$ cat config.mk
export PLATFORM = sky130hd
export DESIGN_NAME = pipeline_exec_controller
export DESIGN_NICKNAME = d
export VERILOG_FILES = /design/src/rtl/pipeline_exec_controller.sv
export SDC_FILE = /design/constraint.sdc
export NUM_CORES = 1
export LEC_CHECK = 0
export CAP_MARGIN = 15
export CORE_UTILIZATION = 45
export CTS_CLUSTER_SIZE = 25
export DETAILED_ROUTE_END_ITERATION = 16
export GPL_ROUTABILITY_DRIVEN = 1
export GPL_TIMING_DRIVEN = 1
export HOLD_SLACK_MARGIN = 0.03
export PLACE_DENSITY = 0.85
export REMOVE_ABC_BUFFERS = 1
export SKIP_CTS_REPAIR_TIMING = 1
export SLEW_MARGIN = 20
export SYNTH_ARGS = -nofsm -noshare
export SYNTH_HDL_FRONTEND = slang
export SYNTH_SLANG_ARGS = --single-unit
export TNS_END_PERCENT = 20
$ cat constraint.sdc
create_clock -name i_clk -period 2 [get_ports i_clk]
set_clock_uncertainty 0.05 [all_clocks]
set_input_delay 0.4 -clock i_clk [delete_from_list [all_inputs] [get_ports i_clk]]
set_output_delay 0.4 -clock i_clk [all_outputs]
set_load 0.05 [all_outputs]
$ cat src/rtl/pipeline_exec_controller.sv
// -----------------------------------------------------------------------------
// pipeline_exec_controller
//
// Run/step sequencer for the five-stage pipeline (IF, ID, EX, MA, WB).
// Drives the shared stage clock enable from debug commands (RUN, STEP, STOP,
// CLEAR). It also lets a HALT seen in ID drain through EX/MA/WB before parking
// in DONE, and it counts enabled cycles for the debug unit.
//
// Parameters:
//   NB_CYCLES     width of the enabled-cycle counter (the counter saturates)
//   DRAIN_CYCLES  enabled cycles still issued after HALT is seen (1..15)
//   NB_DRAIN      width of the drain counter, 2**NB_DRAIN > DRAIN_CYCLES
//
// Ports:
//   i_clk            system clock, rising edge
//   i_reset          synchronous active-high reset
//   i_cmd_valid      command strobe, sampled every cycle
//   i_cmd[1:0]       00 RUN, 01 STEP, 10 STOP, 11 CLEAR
//   i_halt_detected  ID decodes HALT (only meaningful while o_clk_en=1)
//   o_clk_en         clock enable to all pipeline stage registers
//   o_pipe_reset     one-cycle pipeline reset pulse following a CLEAR
//   o_busy           state is RUN or STEP
//   o_done           state is DONE (halted and drained)
//   o_halt_seen      HALT captured; drain in progress or complete
//   o_cycle_count    enabled cycles since reset or CLEAR
//   o_state[1:0]     IDLE=0, RUN=1, STEP=2, DONE=3
// -----------------------------------------------------------------------------
module pipeline_exec_controller #(
  parameter int NB_CYCLES    = 32,
  parameter int DRAIN_CYCLES = 3,
  parameter int NB_DRAIN     = 4
) (
  input  logic                 i_clk,
  input  logic                 i_reset,
  input  logic                 i_cmd_valid,
  input  logic [1:0]           i_cmd,
  input  logic                 i_halt_detected,
  output logic                 o_clk_en,
  output logic                 o_pipe_reset,
  output logic                 o_busy,
  output logic                 o_done,
  output logic                 o_halt_seen,
  output logic [NB_CYCLES-1:0] o_cycle_count,
  output logic [1:0]           o_state
);

  typedef enum logic [1:0] {
    ST_IDLE = 2'd0,
    ST_RUN  = 2'd1,
    ST_STEP = 2'd2,
    ST_DONE = 2'd3
  } state_t;

  localparam logic [1:0] CMD_RUN   = 2'b00;
  localparam logic [1:0] CMD_STEP  = 2'b01;
  localparam logic [1:0] CMD_STOP  = 2'b10;
  localparam logic [1:0] CMD_CLEAR = 2'b11;

  localparam logic [NB_DRAIN-1:0]  DRAIN_LOAD = NB_DRAIN'(DRAIN_CYCLES);
  localparam logic [NB_DRAIN-1:0]  DRAIN_ONE  = NB_DRAIN'(1);
  localparam logic [NB_CYCLES-1:0] COUNT_MAX  = {NB_CYCLES{1'b1}};
  localparam logic [NB_CYCLES-1:0] COUNT_ONE  = NB_CYCLES'(1);

  // ---------------------------------------------------------------------------
  // Registers
  // ---------------------------------------------------------------------------
  state_t               state_reg,       state_next;
  logic                 halt_seen_reg,   halt_seen_next;
  logic [NB_DRAIN-1:0]  drain_reg,       drain_next;
  logic [NB_CYCLES-1:0] cycle_count_reg, cycle_count_next;
  logic                 pipe_reset_reg,  pipe_reset_next;

  // ---------------------------------------------------------------------------
  // Command and event decode
  // ---------------------------------------------------------------------------
  logic clk_en;
  logic cmd_run;
  logic cmd_step;
  logic cmd_stop;
  logic cmd_clear;
  logic halt_capture;
  logic drain_step;
  logic drain_finish;

  assign clk_en    = (state_reg == ST_RUN) || (state_reg == ST_STEP);

  assign cmd_run   = i_cmd_valid && (i_cmd == CMD_RUN);
  assign cmd_step  = i_cmd_valid && (i_cmd == CMD_STEP);
  assign cmd_stop  = i_cmd_valid && (i_cmd == CMD_STOP);
  assign cmd_clear = i_cmd_valid && (i_cmd == CMD_CLEAR);

  // HALT is only trusted in an enabled cycle and only the first one counts;
  // later HALT reports belong to instructions that are already being drained.
  assign halt_capture = clk_en && i_halt_detected && !halt_seen_reg;

  // Every enabled cycle after the capture retires one drain slot. The nonzero
  // guard keeps the counter from wrapping should the block ever be enabled
  // with an exhausted drain.
  assign drain_step   = clk_en && halt_seen_reg && (drain_reg != '0);
  assign drain_finish = drain_step && (drain_reg == DRAIN_ONE);

  // ---------------------------------------------------------------------------
  // FSM: state register
  // ---------------------------------------------------------------------------
  always_ff @(posedge i_clk) begin
    if (i_reset) begin
      state_reg <= ST_IDLE;
    end else begin
      state_reg <= state_next;
    end
  end

  // ---------------------------------------------------------------------------
  // FSM: next-state logic. CLEAR beats everything, then drain completion
  // (which must win over a simultaneous STOP), then the per-state commands.
  // ---------------------------------------------------------------------------
  always_comb begin
    state_next = state_reg;
    if (cmd_clear) begin
      state_next = ST_IDLE;
    end else if (drain_finish) begin
      state_next = ST_DONE;
    end else begin
      case (state_reg)
        ST_IDLE: begin
          if (cmd_run) begin
            state_next = ST_RUN;
          end else if (cmd_step) begin
            state_next = ST_STEP;
          end
        end
        ST_RUN: begin
          // Pause keeps the halt/drain bookkeeping so a resumed RUN or STEP
          // continues the drain where it left off.
          if (cmd_stop) begin
            state_next = ST_IDLE;
          end
        end
        ST_STEP: begin
          // A step is one enabled cycle; commands other than CLEAR are dropped.
          state_next = ST_IDLE;
        end
        ST_DONE: begin
          state_next = ST_DONE;
        end
        default: begin
          state_next = ST_IDLE;
        end
      endcase
    end
  end

  // ---------------------------------------------------------------------------
  // Halt/drain, cycle counter and pipeline-reset pulse: next values
  // ---------------------------------------------------------------------------
  always_comb begin
    halt_seen_next   = halt_seen_reg;
    drain_next       = drain_reg;
    cycle_count_next = cycle_count_reg;
    pipe_reset_next  = 1'b0;

    if (cmd_clear) begin
      halt_seen_next   = 1'b0;
      drain_next       = '0;
      cycle_count_next = '0;
      pipe_reset_next  = 1'b1;
    end else begin
      if (halt_capture) begin
        halt_seen_next = 1'b1;
        drain_next     = DRAIN_LOAD;
      end else if (drain_step) begin
        drain_next = drain_reg - DRAIN_ONE;
      end

      if (clk_en && (cycle_count_reg != COUNT_MAX)) begin
        cycle_count_next = cycle_count_reg + COUNT_ONE;
      end
    end
  end

  always_ff @(posedge i_clk) begin
    if (i_reset) begin
      halt_seen_reg   <= 1'b0;
      drain_reg       <= '0;
      cycle_count_reg <= '0;
      pipe_reset_reg  <= 1'b0;
    end else begin
      halt_seen_reg   <= halt_seen_next;
      drain_reg       <= drain_next;
      cycle_count_reg <= cycle_count_next;
      pipe_reset_reg  <= pipe_reset_next;
    end
  end

  // ---------------------------------------------------------------------------
  // Outputs (all decoded from registered state)
  // ---------------------------------------------------------------------------
  assign o_clk_en      = clk_en;
  assign o_busy        = clk_en;
  assign o_done        = (state_reg == ST_DONE);
  assign o_halt_seen   = halt_seen_reg;
  assign o_pipe_reset  = pipe_reset_reg;
  assign o_cycle_count = cycle_count_reg;
  assign o_state       = state_reg;

endmodule

Word-level counts from Yosys, hierarchy flattened
Cells that the tools add are included.
{"block": "totals", "reg_bits": 40, "latchBits": 0, "ramBits": 0, "mem_bits_ro": 0, "in_bits": 6, "output_inout_bits": 39, "mem_count": 0}
{"block": "classes", "n_addsub": 2, "mul": 0, "n_div": 0, "magnitude_cmp": 0, "eq_ne": 10, "shifts": 0, "mux": 8, "bitwise": 0, "reduce_logical": 19}
{"operator": "$add A32 B1 Y32 const B", "n": 1}
{"operator": "$ne A32 B32 Y1 const B", "n": 1}
{"operator": "$mux W2", "n": 6}
{"operator": "$logic_and A1 B1 Y1", "n": 10}
{"operator": "$eq A2 B2 Y1 const B", "n": 4}
{"operator": "$pmux W2 S4", "n": 1}
{"operator": "$eq A2 B1 Y1 const B", "n": 2}
{"operator": "$eq A4 B1 Y1 const B", "n": 1}
{"operator": "$logic_not A2 Y1", "n": 2}
{"operator": "$ne A4 B4 Y1 const B", "n": 1}
{"operator": "$reduce_bool A4 Y1", "n": 1}
{"operator": "$sub A4 B1 Y4 const B", "n": 1}
{"operator": "$ne A3 B3 Y1 const B", "n": 1}
{"operator": "$reduce_or A3 Y1", "n": 1}
{"operator": "$reduce_and A2 Y1", "n": 1}
{"operator": "$reduce_bool A2 Y1", "n": 1}
{"operator": "$reduce_or A2 Y1", "n": 1}
{"operator": "$logic_not A1 Y1", "n": 1}
{"operator": "$logic_or A1 B1 Y1", "n": 1}
{"operator": "$mux W1", "n": 1}

Depth between registers and ports, before layout
{"block": "logic_depth", "word_depth": 7, "ltp_mapped": 7, "mapped_depth_nobuf": 7}

Worst setup path after synthesis
No wires, ideal clock.
{"block": "synth_timing", "kind": "flip-flop to flip-flop", "from": "reg state_reg[1] (netlist: o_state[1])", "to": "reg cycle_count_reg[29] (netlist: o_cycle_count[29])", "setup_time_ns": 0.070, "t_arrival_ns": 2.708, "t_required_ns": 1.880, "slack_ns": -0.828, "path_stages_with_launch": 7, "n_path_buf": 0, "period_less_slack_ns": 2.828, "path_cell_list": "dfxtp_1 > inv_1 > ha_1 > and4_1 > or4b_4 > or3_1 > a21oi_1"}
{"block": "synth_via", "elab_chain_len": 3, "word_cells_on_any_way": 4, "classes_between": "eq/ne (2); reduce/logical (2)"}
{"element": "start: declaration", "line_no": "67", "text": "state_t state_reg, state_next;"}
{"element": "start signal: assignment", "line_no": "109", "text": "state_reg <= state_next;"}
{"element": "$eq A2 B1 Y1 or $eq A2 B2 Y1 (tied branches)", "line_no": "85", "text": "assign clk_en = (state_reg == ST_RUN) || (state_reg == ST_STEP);"}
{"element": "$logic_or A1 B1 Y1 (*)", "line_no": "85"}
{"element": "net o_busy", "line_no": "40", "text": "output logic o_busy,"}
{"element": "$logic_and A1 B1 Y1 (*)", "line_no": "175", "text": "if (clk_en && (cycle_count_reg != COUNT_MAX)) begin"}
{"element": "end signal: assignment", "line_no": "190", "text": "cycle_count_reg <= cycle_count_next;"}
{"element": "end: declaration", "line_no": "70", "text": "logic [NB_CYCLES-1:0] cycle_count_reg, cycle_count_next;"}
The timed path passes the listed nets; every way through them passes the cells marked *.
A chain may end at the register's enable or synchronous reset.

Final worst setup path
{"block": "layout_timing", "from": "reg cycle_count_reg[17] (netlist: o_cycle_count[17])", "to": "reg cycle_count_reg[29] (netlist: o_cycle_count[29])"}
{"block": "layout_via", "elab_chain_len": 2, "word_cells_on_any_way": 3, "classes_between": "add/sub (1); eq/ne (1); reduce/logical (1)"}
{"element": "branches (longest 2 deep; another with $add A32 B1 Y32)"}
Parallel ways; which one is timed is not known.

==> results.ini <==
[route]
via_per_inst=5.64
drcViolationCount=0
vias=2278
dr.pass1.iters=4
first_iter_violations=117
wl_per_cell_um=14.2
dr.max_layer_used=met4
route.met3.wl_um=358
wl_met2_mm=2.85
drt-met1-wl_mm=2.43
drt_wl_total_mm=5.73
ant_nets=0

[synth]
synth_edf_count=0
synth_seq_cells=40
synthesis.area_mm2=0.00205
synth-seq-area-share_pct=39.0
synth-async-reset-ratio_pct=0
synthCells=253
synth.top_cell.area_share_pct=39.0
yosysWarnings=0
synth_area_leaders=dfxtp_1 (39%), a21oi_1 (6.3%), nand2_1 (4.9%)
ys.flop_type=dfxtp_1
yosysUniqueCellTypes=43
avgSynthCellArea_um2=8.11
yosysTopAreaCell=dfxtp_1

[sta]
layout_min_cycle_time_ps=2080
final-hold-violation-count=0
clock.fmax_mhz=482
slew_violations=0
rsz0062_at_grt=yes
hold_slack_ps=450
setup_viol=1
timing.final.ws_setup_ps=-75.5
timing.final.crit_share_pct=104
slew_headroom_pct=65.8
worst_pin_slew_ps=512

[pwr]
swShare_pct=37.4
power_frac_seq_pct=33.4
power.total_mw=2.68
leakage_nw=1.26
power_switching_mw=1.00
p_clk_share_pct=20.7
intPower_mw=1.68
peakVddDrop_uv=483
p_per_area_mw_per_mm2=884
pwr-share-comb_pct=45.9

[finish]
instances_no_fill=404
antenna_cells=0
areaGrowthSynthToFinish_pct=47.9
drive_gt1_share_pct=32.7
utilization_pct=69.7
final_area_mm2=0.00303
largest_reg_flops=32
layout.nets=364

[global_route]
grt_use_total_pct=23.5
grt_pass1_vias=2096
antenna_found_initial=0
grt_pass1_wl_mm=9.11
grt_overflow_total=0
grt_max_degree=18

[placed_design]
io_buffers=44
place_congestion=0.853
place_hpwl_mm=4.00
place_area_mm2=0.00287
place_inst=391

[setup_path]
cp_num_buf_inv=0
critPathMaxStageDelay_ps=550
slowest_stage=or4_4
worstPathRequired_ps=2170
start_kind=flop
critPathMaxFanout=2
worstSetupPathType=reg -> reg
crit_chain=nand4_2 > or4_4 > or4b_4 > or3_1 > a21oi_1
arrival_ps=2250
crit_path_end_kind=flop
path_delay_family=simple AND/OR/NAND/NOR gates

[outcome]
violations=negative setup slack
outcome=finished, violations left

[die]
die_x_um=69.5
die_area_mm2=0.00483
core_area_mm2=0.00435
rows=24
fp.dieH_um=69.5
ios=45
start_util_pct=47.1

[clocking]
cts-htree-levels=2
clk_latency_ps=290
cts_buffers=5
clk_pin_slew_ps=80
cts_root_buf=clkbuf_8
cts_tree=built
cts_buffer_depth=2
cts.sinks=40

[job]
cap_violations=0

[hold_path]
min_path_type=reg -> reg

## area by class of cell
| type | count | area, um^2 |
|---|---|---|
| Fill cell | 328 | 1320 |
| Multi-Input combinational cell | 196 | 1200 |
| Timing Repair Buffer | 100 | 838 |
| Sequential cell | 40 | 808 |
| Clock buffer | 8 | 90.1 |
| Tap cell | 52 | 65.1 |
| Inverter | 8 | 30.0 |
## layout by cell type, fill, tap and decap left out, types with 4 or more instances in the layout
master and n:
a21oi_1 26, and4_1 4, buf_12 4, buf_4 83, clkbuf_8 6, clkdlybuf4s50_1 10, dfxtp_1 34, dfxtp_2 6
ha_1 6, inv_1 8, nand2_1 27, nand3_1 13, nand4_1 9, nor2_1 21, nor3_1 4, o211ai_1 4
o21ai_0 18, or3_1 14, xor2_1 7
## cell usage after synthesis (2+ instances only)
| cell type | n |
|---|---|
| dfxtp_1 | 40 |
| nand2_1 | 27 |
| a21oi_1 | 26 |
| nor2_1 | 21 |
| o21ai_0 | 20 |
| or3_1 | 14 |
| nand3_1 | 13 |
| nand4_1 | 9 |
| inv_1 | 8 |
| ha_1 | 7 |
| xor2_1 | 7 |
| and4_1 | 6 |
| clkbuf_1 | 6 |
| nor3_1 | 4 |
| o211ai_1 | 4 |
| and3_1 | 3 |
| nand2b_1 | 3 |
| or4_1 | 3 |
| xnor2_1 | 3 |
| a31o_2 | 2 |
| a31oi_1 | 2 |
| o31ai_1 | 2 |
| or2_2 | 2 |
| or3_2 | 2 |
## path summary, 6_finish.rpt
kind	startpoint	to	slack (ps)	depth (start not counted)
setup / recovery	o_cycle_count[17]	o_cycle_count[29]	-80	5
hold reg to reg	o_cycle_count[7]	o_cycle_count[7]	450	2
setup reg to reg	o_cycle_count[17]	o_cycle_count[29]	-80	5
hold / removal	o_cycle_count[7]	o_cycle_count[7]	450	2
## per-layer routing
layer | track usage [%] | up-vias
met2 | 40.5 | 68
li1 | - | 1121
met3 | 4.22 | 8
met4 | 11.6 | 0
met1 | 28.0 | 1081
met5 | 0 | -
## per-stage QoR
stage	TNS (ps)	worst slack [ps]
final	-75.5	-75.5
after detailed placement	-110	-106
after CTS	-146	-122
after floorplan	-32000	-1160
after global routing	-520	-139
after global placement	-44.1	-44.1
## kinds of logic (layout without fill, tap and decap cells)
kind of cell	Yosys count	count (layout)	share of synthesized area, %
flops	40	40	39.0
compound gates	64	64	18.5
simple gates	115	115	30.5
fa+ha+maj	7	7	4.27
buf+inv	17	116	3.35
xor+xnor	10	10	4.27
## power groups by stage
stage	clock network [mW]	registers (mW)	logic, mW
finish	0.555	0.895	1.23
global route	0.597	0.901	1.32
CTS	0.562	0.888	1.09
detailed placement	0	0.905	1.08
global placement	0	0.905	1.05
floorplan	0	1.05	0.483
## worst min-delay path: stages, from the launching register on
cell	delay, ps
dfxtp_1	330
o31ai_1	70
a21oi_1	60
Power figures use the tool's default switching activity.
